### src/rtl/ps2_host_tx_pkg.sv
// rtl/ps2_host_tx_pkg.sv - shared PS/2 host transmitter types and constants
package ps2_host_tx_pkg;

  typedef enum logic [2:0] {
    ST_IDLE,
    ST_INHIBIT,
    ST_REQ,
    ST_SEND,
    ST_ACK_WAIT,
    ST_RELEASE
  } state_t;

  localparam logic [7:0] CMD_SET_LED = 8'hED;
  localparam logic [7:0] CMD_RESET   = 8'hFF;
  localparam logic [7:0] CMD_RESEND  = 8'hFE;
  localparam logic [7:0] RSP_ACK     = 8'hFA;

  // Frame index of the last data-phase bit; the next fall presents the stop bit
  localparam logic [3:0] IDX_PAR  = 4'd8;
  localparam logic [3:0] IDX_STOP = 4'd9;

  function automatic logic odd_parity(input logic [7:0] d);
    return ~^d;
  endfunction

endpackage

### src/rtl/ps2_host_tx_sync_edge.sv
// rtl/ps2_host_tx_sync_edge.sv - 2-FF synchronizer with falling-edge detect
module ps2_host_tx_sync_edge (
  input  logic clk,
  input  logic rst,
  input  logic din,
  output logic level,
  output logic fall
);

  logic meta, sync, prev;

  // Reset to 1 so an idle (pulled-up) bus never produces a spurious fall
  always_ff @(posedge clk) begin
    if (rst) begin
      meta <= 1'b1;
      sync <= 1'b1;
      prev <= 1'b1;
    end else begin
      meta <= din;
      sync <= meta;
      prev <= sync;
    end
  end

  assign level = sync;
  assign fall  = prev & ~sync;

endmodule

### src/rtl/ps2_host_tx.sv
// rtl/ps2_host_tx.sv - host-to-device PS/2 command byte transmitter
module ps2_host_tx
  import ps2_host_tx_pkg::*;
#(
  parameter int INHIBIT_CYCLES = 5000,
  parameter int TIMEOUT_CYCLES = 750000
) (
  input  logic       clk,
  input  logic       rst,
  input  logic       tx_valid,
  input  logic [7:0] tx_data,
  output logic       tx_ready,
  input  logic       ps2_clk_i,
  input  logic       ps2_data_i,
  output logic       ps2_clk_oe,
  output logic       ps2_data_oe,
  output logic       busy,
  output logic       done,
  output logic       ack_ok,
  output logic       err_nack,
  output logic       err_timeout
);

  localparam int IW = $clog2(INHIBIT_CYCLES + 1);
  localparam int TW = $clog2(TIMEOUT_CYCLES + 1);
  localparam logic [IW-1:0] INH_LAST = IW'(INHIBIT_CYCLES - 1);
  localparam logic [TW-1:0] TO_LAST  = TW'(TIMEOUT_CYCLES - 1);

  state_t          state, state_nx;
  logic [7:0]      data_q;
  logic            par_q;
  logic [3:0]      idx;
  logic [IW-1:0]   icnt;
  logic [TW-1:0]   tcnt;
  logic            clk_s, clk_fall, data_s, data_fall_unused;
  logic            active, timeout;
  logic [9:0]      frame;

  ps2_host_tx_sync_edge u_sync_clk (
    .clk(clk), .rst(rst), .din(ps2_clk_i), .level(clk_s), .fall(clk_fall)
  );

  ps2_host_tx_sync_edge u_sync_data (
    .clk(clk), .rst(rst), .din(ps2_data_i), .level(data_s), .fall(data_fall_unused)
  );

  assign frame   = {1'b1, par_q, data_q};
  assign active  = (state == ST_REQ) || (state == ST_SEND) ||
                   (state == ST_ACK_WAIT) || (state == ST_RELEASE);
  assign timeout = active && (tcnt == TO_LAST);

  always_ff @(posedge clk) begin
    if (rst) state <= ST_IDLE;
    else     state <= state_nx;
  end

  always_comb begin
    state_nx = state;
    if (timeout) begin
      state_nx = ST_IDLE;
    end else begin
      case (state)
        ST_IDLE:     if (tx_valid)                    state_nx = ST_INHIBIT;
        ST_INHIBIT:  if (icnt == INH_LAST)            state_nx = ST_REQ;
        ST_REQ:      if (clk_fall)                    state_nx = ST_SEND;
        ST_SEND:     if (clk_fall && idx == IDX_PAR)  state_nx = ST_ACK_WAIT;
        ST_ACK_WAIT: if (clk_fall)                    state_nx = ST_RELEASE;
        ST_RELEASE:  if (clk_s && data_s)             state_nx = ST_IDLE;
        default:                                      state_nx = ST_IDLE;
      endcase
    end
  end

  always_comb begin
    tx_ready    = 1'b0;
    ps2_clk_oe  = 1'b0;
    ps2_data_oe = 1'b0;
    case (state)
      ST_IDLE:    tx_ready    = 1'b1;
      ST_INHIBIT: ps2_clk_oe  = 1'b1;
      ST_REQ:     ps2_data_oe = 1'b1;
      ST_SEND:    ps2_data_oe = ~frame[idx];
      default:    ;
    endcase
  end

  assign busy = ~tx_ready;

  // Datapath and sticky status; done is a registered one-cycle pulse
  always_ff @(posedge clk) begin
    if (rst) begin
      data_q      <= '0;
      par_q       <= 1'b0;
      idx         <= '0;
      icnt        <= '0;
      tcnt        <= '0;
      done        <= 1'b0;
      ack_ok      <= 1'b0;
      err_nack    <= 1'b0;
      err_timeout <= 1'b0;
    end else begin
      done <= 1'b0;
      case (state)
        ST_IDLE: begin
          if (tx_valid) begin
            data_q      <= tx_data;
            par_q       <= odd_parity(tx_data);
            icnt        <= '0;
            ack_ok      <= 1'b0;
            err_nack    <= 1'b0;
            err_timeout <= 1'b0;
          end
        end
        ST_INHIBIT: begin
          icnt <= icnt + 1'b1;
          tcnt <= '0;
        end
        default: begin
          tcnt <= tcnt + 1'b1;
          if (timeout) begin
            err_timeout <= 1'b1;
            done        <= 1'b1;
          end else begin
            case (state)
              ST_REQ:      if (clk_fall) idx <= '0;
              ST_SEND:     if (clk_fall && idx != IDX_STOP) idx <= idx + 1'b1;
              ST_ACK_WAIT: if (clk_fall) begin
                ack_ok   <= ~data_s;
                err_nack <= data_s;
              end
              ST_RELEASE:  if (clk_s && data_s) done <= 1'b1;
              default:     ;
            endcase
          end
        end
      endcase
    end
  end

endmodule

### config.mk
export PLATFORM = sky130hd
export DESIGN_NAME = ps2_host_tx
export DESIGN_NICKNAME = d
export VERILOG_FILES = /design/src/rtl/ps2_host_tx_pkg.sv /design/src/rtl/ps2_host_tx_sync_edge.sv /design/src/rtl/ps2_host_tx.sv
export SDC_FILE = /design/constraint.sdc
export NUM_CORES = 1
export LEC_CHECK = 0
export ABC_AREA = 1
export BUFFER_PORTS_ARGS = -buffer_cell sky130_fd_sc_hd__clkbuf_2
export CAP_MARGIN = 10
export CORE_UTILIZATION = 55
export CTS_CLUSTER_DIAMETER = 120
export CTS_CLUSTER_SIZE = 16
export DETAILED_ROUTE_END_ITERATION = 8
export PLACE_DENSITY = 0.73
export SKIP_LAST_GASP = 1
export SYNTH_ARGS = -nofsm -noshare
export SYNTH_HDL_FRONTEND = slang
export SYNTH_HIERARCHICAL = 1
export SYNTH_SLANG_ARGS = --single-unit
### constraint.sdc
create_clock -name clk -period 1.7 [get_ports clk]
set_input_delay 0.34 -clock clk [delete_from_list [all_inputs] [get_ports clk]]
set_output_delay 0.34 -clock clk [all_outputs]
set_load 0.1 [all_outputs]
# Yosys cells after proc, flatten, opt, wreduce, memory -nomap -nowiden
# Index checks and enable logic that the tools add are counted.
# word_totals
register_bits,58
elab_cells,99
# op_classes
addsub,3
order_cmp,1
eq_ne,17
muxes,32
bitwise_logic,8
n_reduce_logical,23
# ops
cell,n
20-bit one-hot mux with 2 select lines,1
13-bit one-hot mux with 2 select lines,1
20-bit by 1-bit adder with 20-bit output (second input constant),1
20-bit equality test (second input constant),1
3-bit two-way mux,6
3-bit one-hot mux with 6 select lines,1
1-bit two-way mux,14
13-bit by 1-bit adder with 13-bit output (second input constant),1
13-bit equality test (second input constant),1
13-bit two-way mux,1
5-bit AND reduction,2
2-bit nonzero test,5
4-bit two-way mux,2
2-bit by 1-bit != test with 1-bit output (second input constant),4
2-bit != test (second input constant),4
1-bit one-hot mux with 2 select lines,4
4-bit one-hot mux with 2 select lines,1
8-bit XNOR reduction,1
1-bit inverter,7
3-bit by 2-bit equality test with 1-bit output (second input constant),2
3-bit equality test (second input constant),2
6-bit AND reduction,1
4-bit by 5-bit less-than comparator with 1-bit output (second input constant),1
4-bit by 1-bit adder with 4-bit output (second input constant),1
other kinds (12),19

# Logic depth before layout (Yosys ltp)
# depth
word_depth,7
ltp_mapped,11
mapped_depth_nobuf,10

# Modules after synthesis
# Netlist, hierarchy kept.
# modules_own_cells
module,instances,cells_each,area_per_inst_um2,seq_area_each_um2
ps2_host_tx,1,465,3081.7,1061.0
ps2_host_tx_sync_edge,2,12,93.8,60.1

# Least setup slack after synthesis
# No wires, ideal clock.
# synth_timing
path_type,register to output
start,register state[0]
end,output ps2_data_oe
t_arrival_ps,1608
path_slack_ps,-248
path_stages_with_launch,8
path_cell_list,dfxtp_1 -> buf_4 -> nand2_1 -> nor2_1 -> inv_1 -> a21oi_1 -> nand2_1 -> nand2_1
# synth_via
elab_chain_cells,2
# synth_lines
item,line_no,text
"start, declared",ps2_host_tx.sv:29,"state_t state, state_nx;"
"start signal, assigned",ps2_host_tx.sv:54,else state <= state_nx;
3-bit by 2-bit equality test with 1-bit output,ps2_host_tx.sv:78,case (state)
1-bit one-hot mux with 2 select lines (*),ps2_host_tx.sv:78,
"end, declared",ps2_host_tx.sv:16,"output logic ps2_data_oe,"
# Every way passes the cells marked *; elsewhere a longest branch is shown, timed or not.

# Worst setup path after layout
# layout_timing
start,register idx[0]
end,output ps2_data_oe
# layout_via
elab_chain_cells,4
# layout_lines
item,line_no,text
"start, declared",ps2_host_tx.sv:32,logic [3:0] idx;
"start signal, assigned",ps2_host_tx.sv:126,ST_SEND: if (clk_fall && idx != IDX_STOP) idx <= idx + 1'b1;
1-bit binary-select mux with 4-bit select,ps2_host_tx.sv:82,ST_SEND: ps2_data_oe = ~frame[idx];
1-bit two-way mux (not written as such),ps2_host_tx.sv:82,
1-bit inverter,ps2_host_tx.sv:82,
1-bit one-hot mux with 2 select lines,ps2_host_tx.sv:78,
# Every way passes these cells. The select of a mux whose other input is x is not followed.

==> flow_results.xml <==
<?xml version="1.0" encoding="UTF-8"?>
<metrics>
  <group name="global_route">
    <metric name="grt_pass1_vias" unit="">2962</metric>
    <metric name="globalRouteOverflowTotal" unit="">0</metric>
    <metric name="met1_track_demand_over_resource" unit="">0.293</metric>
    <metric name="grt.busiest_layer" unit="">met2</metric>
    <metric name="overall_fraction_of_global_route_tracks_in_use" unit="">0.267</metric>
    <metric name="global_route.usage.met2" unit="">0.479</metric>
    <metric name="grt_first_pass_wirelength" unit="µm">12800</metric>
    <metric name="use_met3" unit="">0.0488</metric>
    <metric name="initial_antenna_violation_count" unit="">0</metric>
    <metric name="pin_count_of_the_biggest_net_entering_global_routing" unit="">26</metric>
  </group>
  <group name="route">
    <metric name="detail_route.first_pass.iterations" unit="">5</metric>
    <metric name="route.antenna.remaining_nets" unit="">0</metric>
    <metric name="post-route-drc-count" unit="">0</metric>
    <metric name="routed_via_density" unit="">5.35</metric>
    <metric name="detailroute.via_count" unit="">3200</metric>
    <metric name="wirelength" unit="µm">7570</metric>
    <metric name="drtIter0Drc" unit="">169</metric>
    <metric name="detail_routed_net_length_per_standard_cell" unit="µm">12.7</metric>
  </group>
  <group name="clock_tree">
    <metric name="insertion_delay" unit="ns">0.35</metric>
    <metric name="number_of_buffers_added_to_fix_hold_violations_after_cts" unit="">0</metric>
    <metric name="cts.sinks" unit="">58</metric>
    <metric name="numCtsBuffers" unit="">9</metric>
    <metric name="clock_tree.htree_level_count" unit="">3</metric>
    <metric name="cts_root_buffer" unit="">sky130_fd_sc_hd__clkbuf_8</metric>
    <metric name="clock_path_buffers" unit="">2</metric>
    <metric name="cts.reportedPaths.clkPinSlew" unit="ns">0.07</metric>
    <metric name="tritoncts_clock_tree" unit="">built</metric>
  </group>
  <group name="sta">
    <metric name="relSlewSlack" unit="">0.640</metric>
    <metric name="max_clock_freq" unit="MHz">561</metric>
    <metric name="hold_slack" unit="ns">0.169</metric>
    <metric name="rsz0062_at_grt" unit="">yes</metric>
    <metric name="setup-violations-final" unit="">1</metric>
    <metric name="maxSlewViolCount" unit="">0</metric>
    <metric name="post-route-worst-setup-slack" unit="ns">-0.0829</metric>
    <metric name="tightest_slew" unit="ns">0.543</metric>
    <metric name="hold_violation_total_from_the_final_report" unit="">0</metric>
    <metric name="setup_tns" unit="ns">-0.0829</metric>
    <metric name="finClkSkew" unit="ns">0.00919</metric>
    <metric name="final_min_period_over_clock_period" unit="">1.05</metric>
    <metric name="final_period_minus_worst_setup_slack" unit="ns">1.78</metric>
  </group>
  <group name="finish">
    <metric name="layout.nets" unit="">540</metric>
    <metric name="total_inserted_antenna_cells" unit="">0</metric>
    <metric name="final_common_cell" unit="">sky130_fd_sc_hd__nand2_1</metric>
    <metric name="layout_common_cells" unit="">109 x sky130_fd_sc_hd__nand2_1, 64 x sky130_fd_sc_hd__nor2_1, 59 x sky130_fd_sc_hd__inv_1</metric>
    <metric name="post_route_cells_drive_above_1_share" unit="">0.173</metric>
    <metric name="area_growth_syn_to_layout" unit="%">16.2</metric>
    <metric name="stdcell_count" unit="">598</metric>
  </group>
  <group name="placement">
    <metric name="placement.io_buffers" unit="">20</metric>
    <metric name="place.gp.congestion" unit="">0.891</metric>
    <metric name="place.detailed.instances" unit="">574</metric>
    <metric name="dp.final_hpwl" unit="µm">5450</metric>
    <metric name="detailedPlace.worstSlack" unit="ns">0.107</metric>
  </group>
  <group name="worst_setup_path">
    <metric name="worst_ep_arrival_time" unit="ns">1.44</metric>
    <metric name="setup.worst_path.end_class" unit="">output pin</metric>
    <metric name="r2r_end" unit="">data_q[6]$_SDFFE_PP0P_</metric>
    <metric name="crit_required" unit="ns">1.36</metric>
    <metric name="crit_path_start" unit="">idx[0]$_SDFFE_PP0P_</metric>
    <metric name="crit_type" unit="">register to output pin</metric>
    <metric name="cp_max_fo" unit="">6</metric>
    <metric name="critical_path.reg2reg.startpoint" unit="">state[0]$_SDFFE_PP0P_</metric>
    <metric name="worst-r2r-cell-count" unit="">8</metric>
    <metric name="worst_setup_path_endpoint" unit="">ps2_data_oe</metric>
    <metric name="critical_path.startpoint_type" unit="">register</metric>
    <metric name="reg2reg_slack" unit="ns">0.13</metric>
  </group>
  <group name="yosys">
    <metric name="avgSynthCellArea" unit="µm²">6.68</metric>
    <metric name="syn-cell-area" unit="mm²">0.00323</metric>
    <metric name="yosysWarnings" unit="">6</metric>
    <metric name="post_synth_inst_count" unit="">484</metric>
    <metric name="net_count_synth" unit="">502</metric>
  </group>
  <group name="die">
    <metric name="die_height" unit="µm">78.7</metric>
    <metric name="floorplan.rows" unit="">27</metric>
    <metric name="dieArea" unit="mm²">0.00619</metric>
    <metric name="ioPinCount" unit="">21</metric>
    <metric name="core" unit="mm²">0.00557</metric>
    <metric name="chipWidth" unit="µm">78.7</metric>
    <metric name="start_util" unit="">0.580</metric>
  </group>
  <group name="pwr">
    <metric name="power_density" unit="mW/mm²">1340</metric>
    <metric name="ir_worst_vdd" unit="V">0.00103</metric>
    <metric name="finalPower" unit="W">0.00503</metric>
    <metric name="power.static_leakage" unit="nW">1.56</metric>
  </group>
  <group name="worst_hold_path">
    <metric name="type_of_the_most_critical_hold_path" unit="">primary input to register</metric>
    <metric name="worst_hold_path.num_cells" unit="">3</metric>
  </group>
  <group name="outcome">
    <metric name="status" unit="">finished, violations left</metric>
    <metric name="failed_checks" unit="">negative setup slack</metric>
  </group>
  <group name="job">
    <metric name="max-cap-violations" unit="">0</metric>
  </group>
</metrics>
repair_timing:
| action | 4_1_cts | 5_1_grt |
|---|---|---|
| pin swaps | 7 | 2 |
| endpoints found under the setup margin | 3 | 11 |
| setup buffers | 7 | 2 |
| gates resized for setup | 18 | 8 |
final cells by class:
cell class,instances,area (µm²)
Timing Repair Buffer,38,303
Sequential cell,58,1180
Inverter,68,275
Tap cell,72,90.1
Clock buffer,11,131
Multi-Input combinational cell,347,1760
Clock inverter,4,20.0
Fill cell,491,1820
worst min-delay path by stage:
stage	from	to	slack (ns)
floorplan	u_sync_clk/meta$_SDFF_PP1_	u_sync_clk/level$_SDFF_PP1_	0.38
global placement	u_sync_clk/meta$_SDFF_PP1_	u_sync_clk/level$_SDFF_PP1_	0.39
detailed placement	u_sync_clk/meta$_SDFF_PP1_	u_sync_clk/level$_SDFF_PP1_	0.41
CTS	ps2_data_i	u_sync_data/meta$_SDFF_PP1_	0.17
global route	ps2_clk_i	u_sync_clk/meta$_SDFF_PP1_	0.18
finish	ps2_data_i	u_sync_data/meta$_SDFF_PP1_	0.17
registers in the layout, indices dropped and copies added (netlist names):
signal / flops
err_nack: 1
idx: 4
err_timeout: 1
u_sync_data/meta: 1
icnt: 13
data_q: 8
u_sync_clk/level: 1
ack_ok: 1
u_sync_data/level: 1
done: 1
state: 3
par_q: 1
tcnt: 20
u_sync_clk/meta: 1
u_sync_clk/prev: 1
worst max-delay path, stage by stage (launching register included):
cell                       delay, ns
sky130_fd_sc_hd__dfxtp_4        0.36
sky130_fd_sc_hd__buf_6          0.12
sky130_fd_sc_hd__o211ai_1       0.14
sky130_fd_sc_hd__nand3_1        0.10
sky130_fd_sc_hd__nand3_1        0.07
sky130_fd_sc_hd__nand2_1        0.06
sky130_fd_sc_hd__nand2_2        0.08
sky130_fd_sc_hd__buf_12         0.17
per-stage QoR:
| stage | utilization | cell area (µm²) |
|---|---|---|
| 2_1_floorplan | - | 3250 |
| 3_3_place_gp | 0.624 | 3480 |
| 3_5_place_dp | 0.624 | 3480 |
| 4_1_cts | 0.668 | 3720 |
| 5_1_grt | 0.674 | 3760 |
| 6_report | 0.674 | 3760 |
power breakdown:
group	leakage, nW	internal, W	total, W	switching (W)
Sequential	0.474	0.00151	0.00163	0.000116
Combinational	1.01	0.000813	0.00235	0.00154
Clock	0.0827	0.000510	0.00106	0.000546
Total	1.56	0.00283	0.00503	0.00220
routing by layer:
metal  share of wire  wire, µm
met2            0.50      3790
met5               0         0
met4           0.031       237
met3           0.046       352
met1            0.42      3190
Note: power is estimated with default switching activity, not from simulation.
